===== config.mk =====
export PLATFORM = sky130hd
export DESIGN_NAME = bram_port_arbiter
export DESIGN_NICKNAME = d
export VERILOG_FILES = /design/src/rtl/bram_arb_pkg.sv /design/src/rtl/round_robin_picker.sv /design/src/rtl/bram_port_arbiter.sv
export SDC_FILE = /design/constraint.sdc
export NUM_CORES = 1
export LEC_CHECK = 0
export CORE_AREA = 2 2 115 117
export DETAILED_ROUTE_END_ITERATION = 16
export DIE_AREA = 0 0 117 119
export PLACE_DENSITY = 0.6
export SLEW_MARGIN = 10
export SYNTH_ARGS = -nofsm -noshare
export SYNTH_HDL_FRONTEND = slang
export SYNTH_SLANG_ARGS = --single-unit

===== constraint.sdc =====
create_clock -name clk -period 3.9 [get_ports clk]
set_input_delay 1.17 -clock clk [delete_from_list [all_inputs] [get_ports clk]]
set_output_delay 1.17 -clock clk [all_outputs]
set_load 0.02 [all_outputs]

===== src/rtl/bram_arb_pkg.sv =====
`default_nettype none
// ============================================================================
// Module      : bram_arb_pkg
// Description : Shared constants and types for the block-memory port arbiter.
//               MAX_REQ bounds the requester count, GRANT_COUNT_BITS sizes the
//               optional per-requester acceptance counters (BRAM_ARB_STATS_EN).
// Revision    : 1.0 - initial release
// ============================================================================
package bram_arb_pkg;

    localparam int MAX_REQ          = 8;
    localparam int GRANT_COUNT_BITS = 16;

    // Requester index, wide enough for the largest supported configuration
    typedef logic [$clog2(MAX_REQ)-1:0] req_id_t;

endpackage : bram_arb_pkg
`default_nettype wire


===== src/rtl/round_robin_picker.sv =====
`default_nettype none
// ============================================================================
// Module      : round_robin_picker
// Description : Combinational round-robin selector. Searches upward from ptr,
//               wrapping at NUM_REQ-1, and reports the first valid index.
// Ports       : valid    - request present, per requester
//               ptr      - index with highest priority this cycle
//               grant    - one-hot winner (all zero when nothing is valid)
//               grant_id - index of the winner (0 when nothing is valid)
//               any      - at least one request is valid
// Revision    : 1.0 - initial release
// ============================================================================
module round_robin_picker
    import bram_arb_pkg::*;
#(
    parameter int NUM_REQ = 4
) (
    input  logic [NUM_REQ-1:0] valid,
    input  req_id_t            ptr,
    output logic [NUM_REQ-1:0] grant,
    output req_id_t            grant_id,
    output logic               any
);

    // Requests at or above the pointer; these win over the wrapped-around ones
    logic [NUM_REQ-1:0] w_upper;

    always_comb begin
        w_upper = '0;
        for (int i = 0; i < NUM_REQ; i++) begin
            w_upper[i] = valid[i] && (i >= int'(ptr));
        end
    end

    // Descending scans: the last hit written is the lowest index, so the
    // upper half (scanned second) overrides the wrapped half when non-empty.
    always_comb begin
        grant    = '0;
        grant_id = '0;
        any      = |valid;
        for (int i = NUM_REQ - 1; i >= 0; i--) begin
            if (valid[i]) begin
                grant    = '0;
                grant[i] = 1'b1;
                grant_id = req_id_t'(i);
            end
        end
        if (|w_upper) begin
            for (int i = NUM_REQ - 1; i >= 0; i--) begin
                if (w_upper[i]) begin
                    grant    = '0;
                    grant[i] = 1'b1;
                    grant_id = req_id_t'(i);
                end
            end
        end
    end

endmodule : round_robin_picker
`default_nettype wire


===== src/rtl/bram_port_arbiter.sv =====
`default_nettype none
// ============================================================================
// Module      : bram_port_arbiter
// Description : Round-robin arbiter sharing one block-memory port between
//               NUM_REQ requesters. One request accepted per cycle; read data
//               returns one cycle after acceptance with a per-requester strobe.
// Ports       : clk, reset_n (async, active low)
//               req_valid/req_ready/req_rd_en/req_address/req_wr_data/req_wr_en
//                   - per-requester request handshake and payload (flattened)
//               resp_valid/resp_rd_data - read response strobe and shared bus
//               mem_address/mem_rd_en/mem_wr_data/mem_wr_en/mem_rd_data
//                   - memory port (registered read, 1-cycle latency)
//               stats_clear/grant_count - only when BRAM_ARB_STATS_EN is defined
// Options     : BRAM_ARB_STATS_EN - saturating per-requester acceptance counters
// Revision    : 1.0 - initial release
// ============================================================================
module bram_port_arbiter
    import bram_arb_pkg::*;
#(
    parameter  int NUM_REQ        = 4,
    parameter  int CAPACITY_BYTES = 128,
    parameter  int BYTES_PER_WORD = 4,
    localparam int ADDR_BITS      = $clog2(CAPACITY_BYTES),
    localparam int WORD_BITS      = 8 * BYTES_PER_WORD
) (
    input  logic                              clk,
    input  logic                              reset_n,
    input  logic [NUM_REQ-1:0]                req_valid,
    output logic [NUM_REQ-1:0]                req_ready,
    input  logic [NUM_REQ-1:0]                req_rd_en,
    input  logic [NUM_REQ*ADDR_BITS-1:0]      req_address,
    input  logic [NUM_REQ*WORD_BITS-1:0]      req_wr_data,
    input  logic [NUM_REQ*BYTES_PER_WORD-1:0] req_wr_en,
    output logic [NUM_REQ-1:0]                resp_valid,
    output logic [WORD_BITS-1:0]              resp_rd_data,
    output logic [ADDR_BITS-1:0]              mem_address,
    output logic                              mem_rd_en,
    output logic [WORD_BITS-1:0]              mem_wr_data,
    output logic [BYTES_PER_WORD-1:0]         mem_wr_en,
`ifdef BRAM_ARB_STATS_EN
    input  logic                              stats_clear,
    output logic [NUM_REQ*GRANT_COUNT_BITS-1:0] grant_count,
`endif
    input  logic [WORD_BITS-1:0]              mem_rd_data
);

    req_id_t            r_ptr;
    logic               r_pend_valid;
    req_id_t            r_pend_id;

    logic [NUM_REQ-1:0] w_pick;
    req_id_t            w_grant_id;
    logic               w_any;
    logic [NUM_REQ-1:0] w_grant;
    logic               w_accept_rd;
    req_id_t            w_ptr_next;

    round_robin_picker #(
        .NUM_REQ (NUM_REQ)
    ) u_picker (
        .valid    (req_valid),
        .ptr      (r_ptr),
        .grant    (w_pick),
        .grant_id (w_grant_id),
        .any      (w_any)
    );

    // Reset low must silence the handshake and memory strobes immediately,
    // not only at the next edge, so the grant is gated by reset_n.
    assign w_grant     = w_pick & {NUM_REQ{reset_n}};
    assign req_ready   = w_grant;
    assign w_accept_rd = |(w_grant & req_rd_en);
    assign w_ptr_next  = (w_grant_id == req_id_t'(NUM_REQ - 1)) ? '0
                                                                 : w_grant_id + req_id_t'(1);

    // Memory port: one-hot AND-OR select of the granted payload, zero otherwise
    always_comb begin
        mem_address = '0;
        mem_rd_en   = 1'b0;
        mem_wr_data = '0;
        mem_wr_en   = '0;
        for (int i = 0; i < NUM_REQ; i++) begin
            if (w_grant[i]) begin
                mem_address = req_address[i*ADDR_BITS +: ADDR_BITS];
                mem_rd_en   = req_rd_en[i];
                mem_wr_data = req_wr_data[i*WORD_BITS +: WORD_BITS];
                mem_wr_en   = req_wr_en[i*BYTES_PER_WORD +: BYTES_PER_WORD];
            end
        end
    end

    always_ff @(posedge clk or negedge reset_n) begin
        if (!reset_n) begin
            r_ptr        <= '0;
            r_pend_valid <= 1'b0;
            r_pend_id    <= '0;
        end else begin
            if (w_any) begin
                r_ptr <= w_ptr_next;
            end
            r_pend_valid <= w_accept_rd;
            if (w_accept_rd) begin
                r_pend_id <= w_grant_id;
            end
        end
    end

    // Response: memory read data lands the cycle after acceptance
    always_comb begin
        resp_valid = '0;
        for (int i = 0; i < NUM_REQ; i++) begin
            resp_valid[i] = r_pend_valid && (r_pend_id == req_id_t'(i));
        end
        resp_rd_data = r_pend_valid ? mem_rd_data : '0;
    end

`ifdef BRAM_ARB_STATS_EN
    for (genvar gi = 0; gi < NUM_REQ; gi++) begin : g_stats
        logic [GRANT_COUNT_BITS-1:0] r_count;

        // Clear wins over a same-cycle increment; the count sticks at all-ones
        always_ff @(posedge clk or negedge reset_n) begin
            if (!reset_n) begin
                r_count <= '0;
            end else if (stats_clear) begin
                r_count <= '0;
            end else if (w_grant[gi] && (r_count != '1)) begin
                r_count <= r_count + 1'b1;
            end
        end

        assign grant_count[gi*GRANT_COUNT_BITS +: GRANT_COUNT_BITS] = r_count;
    end
`endif

endmodule : bram_port_arbiter
`default_nettype wire


==> qor.txt, run 1 <==
Final worst slack: 80.5 ps
CP Launch Type: input port
Setup Viol. Count Final: 0
Commonest non-fill, non-tap cells in the layout: clkdlybuf4s50_1 (245), a21oi_1 (47), o22ai_1 (44), a222oi_1 (43), buf_2 (38)
Site Rows: 42
CTS Root Cell: clkbuf_16
Synth top area cells: a222oi_1 (24%), o22ai_1 (16%), a21oi_1 (13%)
Layout cells sized above 1: 0.191
Fin cells: 736
Vias: 3536
DIE HEIGHT: 119 µm
Area grow syn2layout: 189%
Fin crit share: 0.979
Placed Cells: 717
Ys flop type: dfrtp_1
Via count of the first global-routing pass: 3308
Num CTS Buffers: 3
Synth cell types: 39
Post-Route M1 WL: 5600 µm
Antenna Violating Nets Remaining: 0
Worst setup EP type: primary output
Initial DRC Count: 351
Clock Pin Slew Worst Setup and Hold Paths: 30 ps
N_diodes: 0
CP Data Required Time: 2730 ps
CTS Hold Bufs: 0
Post-Synthesis Mean Instance Area: 7.05 µm²
Via/cell ratio: 4.80
Hold Violations, Final: 0
I/O Pins: 298
Die Area: 13900 µm²
Metal3 WL: 1020 µm
Worst-Margin Slew: 794 ps
Largest net degree at the start of global routing: 37
Synth area leader: a222oi_1
Remaining Overflow, GRT: 0
Gate Count Post-Synth: 257
CTS tree: yes
Met2 Wirelength: 6670 µm
Leakage power: 0.00207 µW
DRT Pass-1 Iters: 10
Count of port buffers added during placement: 297
Max layer used: met5
Layout Skew: 2.56 ps
Aggregate negative setup slack: 0 ps
DRC: 0
Die width: 117 µm
Max Root-Sink Buffers: 2
Clock latency on the worst-skew pair: 230 ps
First-pass GRT wire length: 19100 µm
Core box area: 12900 µm²
Number of synthesized flops with an enable pin: 0
Syn. warnings: 0
Synthesized area: 1810 µm²
Outcome: finished, final reports clean
Routed WL: 13600 µm
Final net count: 776
CP Max Fanout: 10
Seq/Total Area, Yosys: 0.0690
Post-synthesis register bit count: 5
Max-cap viol count: 0
Commonest non-fill, non-tap cell in the layout: clkdlybuf4s50_1
WL per Instance: 18.4 µm
H-tree levels: 1
Critical path class: input port to primary output
Antenna violations before repair: 1
Power, Total: 2090 µW
Post-DP HPWL: 10300 µm
Peak VDD IR: 0.154 mV
Worst min path class: flip-flop to flip-flop
Share of the synthesized area in the top cell type: 0.237
Slew Limit Fails: 0
Slew Limit Headroom: 0.471
Worst Path Arrival: 2650 ps
Fmax: 262 MHz
PD cells: 400 nW/µm²
CTS sink cnt: 5
Final core occ: 0.407
Dpl ws: -899 ps
Tmin final: 3820 ps
RSZ-0062 raised after global routing: true
Ys async rst share: 1.00
Post-synthesis net count: 472
GP Congestion: 0.904
Starting Density: 0.141
Total track usage: 0.175
==> layout make-up <==
| class | instances | area, µm² |
|---|---|---|
| sequential | 5 | 125 |
| tap | 176 | 220 |
| inverter | 4 | 15.0 |
| timing repair buffer | 338 | 3320 |
| clock buffer | 4 | 78.8 |
| multi-input combinational | 209 | 1470 |
| fill | 1320 | 7640 |
==> what timing repair did <==
action	in CTS	in global routing
gates cloned	3	1
endpoints found under the setup margin	48	43
gates resized for setup	197	13
setup buffers	7	4
pin swaps	4	9
==> synth_stat cells (2+ instances only) <==
master and number:
buf_4 2, buf_6 7, o21ai_1 2, nand2_1 7, a21oi_1 47, a222oi_1 43
o22ai_1 45, dfrtp_1 5, clkbuf_1 13, inv_1 4, and2_1 34, buf_2 15
nand2_2 3, nor2_1 5
==> per-stage QoR <==
stage / cell area (µm²) / hold WS, ps
floorplan: 1810 / 509
detailed placement: 5100 / 559
global route: 5240 / 594
finish: 5240 / 562
global placement: 5100 / 538
CTS: 5150 / 568
==> final timing paths <==
check,end,from,cells past startpoint,slack [ps]
max,mem_wr_en[0],req_valid[1],9,80
min,r_pend_id[1],r_pend_id[1],1,560
max reg2reg,r_pend_id[0],r_ptr[1],6,1870
min reg2reg,r_pend_id[1],r_pend_id[1],1,560
max in group asynchronous,r_ptr[1],reset_n,2,2670
min in group asynchronous,r_pend_id[1],reset_n,2,1120
==> where the power goes <==
group | switching [µW] | internal (µW)
Sequential | 67.3 | 76.0
Clock | 32.1 | 135
Combinational | 884 | 898
==> logic make-up (layout without fill, tap and decap cells) <==
family                     after synthesis  after routing  synth area share
muxes                                    2              2            0.0124
AOI/OAI and AO/OA                      149            149             0.591
buffers and inverters                   43            346             0.133
and+or+nand+nor                         57             57             0.187
adders and majority gates                1              1           0.00690
DFF                                      5              5            0.0690
==> worst max-delay path, stage by stage <==
cell and delay [ps]:
clkbuf_4 150, o311ai_2 350, nand2_2 150, nand2_4 160, buf_12 110, clkbuf_16 140
a222oi_1 90, a21oi_1 130, buf_2 190
==> layer usage <==
metal | vias up | global-route usage
met2 | 185 | 0.309
met4 | 2 | 0.0324
li1 | 1687 | -
met1 | 1642 | 0.226
met3 | 20 | 0.0265
met5 | - | 0
==> flip-flops by register name, summed over array words and instances, names as in the netlist <==
signal and flops:
r_pend_id 2, r_pend_valid 1, r_ptr 2
Note: power is estimated with default switching activity, not from simulation.
==> run 2, diff against run 1 <==
--- a/config.mk
+++ b/config.mk
@@ -6,8 +6,11 @@
 export NUM_CORES = 1
 export LEC_CHECK = 0
-export CORE_AREA = 2 2 115 117
+export CELL_PAD_IN_SITES_DETAIL_PLACEMENT = 1
+export CELL_PAD_IN_SITES_GLOBAL_PLACEMENT = 2
+export CORE_ASPECT_RATIO = 0.6
+export CORE_MARGIN = 1.5
+export CORE_UTILIZATION = 10
 export DETAILED_ROUTE_END_ITERATION = 16
-export DIE_AREA = 0 0 117 119
-export PLACE_DENSITY = 0.6
+export PLACE_DENSITY = 0.95
 export SLEW_MARGIN = 10
 export SYNTH_ARGS = -nofsm -noshare
==> constraint.sdc (replaced) <==
create_clock -name clk -period 3.9 [get_ports clk]
set_input_delay 0.975 -clock clk [delete_from_list [all_inputs] [get_ports clk]]
set_output_delay 0.975 -clock clk [all_outputs]
set_load 0.02 [all_outputs]
==> run 2 against run 1 <==
  * Via count increased by 1.7%
  * Sequential power increased by 5%
  * Maximum frequency increased by 1.0%
  * Global-route usage decreased by 3.4 points
  * Power decreased by 2.2%
==> qor.txt, run 2 (synthesis results as in run 1) <==
Outcome: finished, final reports clean
Commonest non-fill, non-tap cell in the layout: clkdlybuf4s50_1
Max-cap viol count: 0 (unchanged)
Tmin final: 3780 ps (-38.0 ps)
RR Startpoint: r_ptr[1]
Layout cells sized above 1: 0.109 (-0.0823)
R2R Path End: r_pend_id[0]
Flop pwr share: 0.073 (+0.005)
Via/cell ratio: 4.52 (-5.8%)
Peak VDD IR: 0.128 mV (-17%)
Antenna Violating Nets Remaining: 0 (unchanged)
Cell count of the worst hold path: 1 (unchanged)
Hold Violations, Final: 0 (unchanged)
R2R setup slack: 1640 ps (-230 ps)
Routed WL: 14600 µm (+7.5%)
CTS Hold Bufs: 0 (unchanged)
Antenna violations before repair: 0 (-1)
Net Sw Frac: 0.485 (+0.0145)
Site Rows: 37 (-12%)
Clock Pin Slew Worst Setup and Hold Paths: 30 ps (about the same)
CP Max Fanout: 14 (+4)
Final net count: 777 (+0.13%)
Slew Limit Headroom: 0.464 (-0.00675)
WL per Instance: 18.3 µm (-0.50%)
Layout Skew: 1.43 ps (-1.13 ps)
CTS tree: yes
Fin crit share: 0.970 (-0.00974)
H-tree levels: 1 (unchanged)
PD cells: 386 nW/µm² (-3.3%)
I/O Pins: 298 (unchanged)
Count of port buffers added during placement: 297 (unchanged)
DRT Pass-1 Iters: 9 (-1)
Die Area: 19000 µm² (+36%)
Leakage power: 0.00207 µW (+0.23%)
Area grow syn2layout: 192%
Worst min path class: flip-flop to flip-flop
Initial DRC Count: 286 (-19%)
Worst Path Arrival: 2810 ps (+160 ps)
DIE HEIGHT: 107 µm (-9.8%)
CP Launch Type: input port
Critical path class: input port to primary output
Hold slack final: 577 ps (+14.7 ps)
Worst setup path endpoint: mem_wr_data[14]
Via count of the first global-routing pass: 3847 (+16%)
Clk network pwr share: 0.083 (+0.003)
Worst setup EP type: primary output
Combinational Power Share: 0.844 (-0.008)
Clock latency on the worst-skew pair: 230 ps (about the same)
Post-DP HPWL: 12200 µm (+18%)
Starting Density: 0.104 (-0.0369)
Die width: 177 µm (+51%)
Fmax: 264 MHz (+1.0%)
Slew Limit Fails: 0 (unchanged)
Worst setup startpoint: req_valid[3]
Remaining Overflow, GRT: 0 (unchanged)
Commonest non-fill, non-tap cells in the layout: clkdlybuf4s50_1 (248), a21oi_1 (47), o22ai_1 (45), a222oi_1 (43), dlygate4sd2_1 (43)
Psw: 991 µW (+0.78%)
Internal power: 1050 µW (-4.9%)
Fillers: 2080 (+58%)
Max Root-Sink Buffers: 2 (unchanged)
GP Congestion: 0.810 (-10%)
Core box area: 17500 µm² (+36%)
CTS sink cnt: 5 (unchanged)
DRC: 0 (unchanged)
CTS Root Cell: clkbuf_16
Largest net degree at the start of global routing: 44 (+19%)
N_diodes: 0 (unchanged)
Regs by FF count: r_pend_id x2, r_ptr x2, r_pend_valid x1
Num CTS Buffers: 3 (unchanged)
Total track usage: 0.142 (-0.0338)
RSZ-0062 raised after global routing: false
CP Data Required Time: 2920 ps (+190 ps)
Power, Total: 2050 µW (-2.2%)
First-pass GRT wire length: 21100 µm (+10%)
Worst-Margin Slew: 804 ps (+10.1 ps)
Setup Viol. Count Final: 0 (unchanged)
R2r worst-path depth: 8 (+2)
Vias: 3597 (+1.7%)
-- run 2: changes by cell type in the layout (fill, tap and decap cells not counted), sizes merged --
cell           previous run  this run
bufbuf                    1         0
dlymetal6s2s              0         1
buf                      82        42
dlygate4sd2               5        43
clkdlybuf4s50           245       248
-- run 2: cell type report --
cell class                      count  area, µm²  share of cell area
Tap cell                          234        293              0.0553
Clock buffer                        4       78.8              0.0149
Sequential cell                     5        125              0.0236
Timing Repair Buffer              339       3330               0.628
Multi-Input combinational cell    209       1460               0.275
Inverter                            4       15.0             0.00283
-- run 2: through the flow --
stage               cells  instance area, µm²  setup slack [ps]  setup TNS [ps]  utilization
floorplan             257                1810               579               0            -
global placement      790                5260              -395          -14750        0.302
detailed placement    790                5260              -415          -15740        0.302
CTS                   795                5300              37.5               0        0.304
global route          795                5300             0.680               0        0.303
finish                795                5300               119               0        0.303
-- run 2: critical path, stage by stage --
cell and delay [ps]:
dlygate4sd2_1 280, buf_4 170, buf_4 140, nand2_2 90
nand2_2 90, buf_12 160, buf_4 160, a222oi_1 340
a21oi_1 60, dlygate4sd2_1 330
-- run 2: worst min path at each step --
stage / startpoint / end / slack (ps)
4_1_cts: r_pend_id[1] / r_pend_id[1] / 580
3_5_place_dp: r_pend_id[1] / r_pend_id[1] / 570
3_3_place_gp: r_pend_id[1] / r_pend_id[1] / 560
5_1_grt: r_pend_id[1] / r_pend_id[1] / 620
2_1_floorplan: r_pend_id[1] / r_pend_id[1] / 510
6_report: r_pend_id[1] / r_pend_id[1] / 580
-- run 2: power groups by stage --
stage	Clock [µW]	Combinational [µW]	Sequential, µW
detailed placement	0	1830	149
finish	170	1730	150
CTS	173	1740	152
floorplan	0	952	95.9
global placement	0	1820	146
global route	179	1840	165
-- run 2: what timing repair did --
item / CTS / global route
gates cloned: 0 / 0
pin swaps: 2 / 5
gates resized for setup: 50 / 9
buffers inserted: 1 / 0
endpoints found under the setup margin: 47 / 22
-- run 2: per-layer routing --
layer	vias to the layer above	GRT usage	part of all wire
li1	1691	-	-
met1	1718	0.191	0.46
met2	178	0.236	0.46
met3	10	0.0258	0.073
met4	0	0.0272	0.010
met5	-	0	0
==> run 3, diff against run 2 <==
Settings changed: CAP_MARGIN set to 20.
==> results of run 3 <==
Final layout, timing and power as in run 2 (identical DEF).
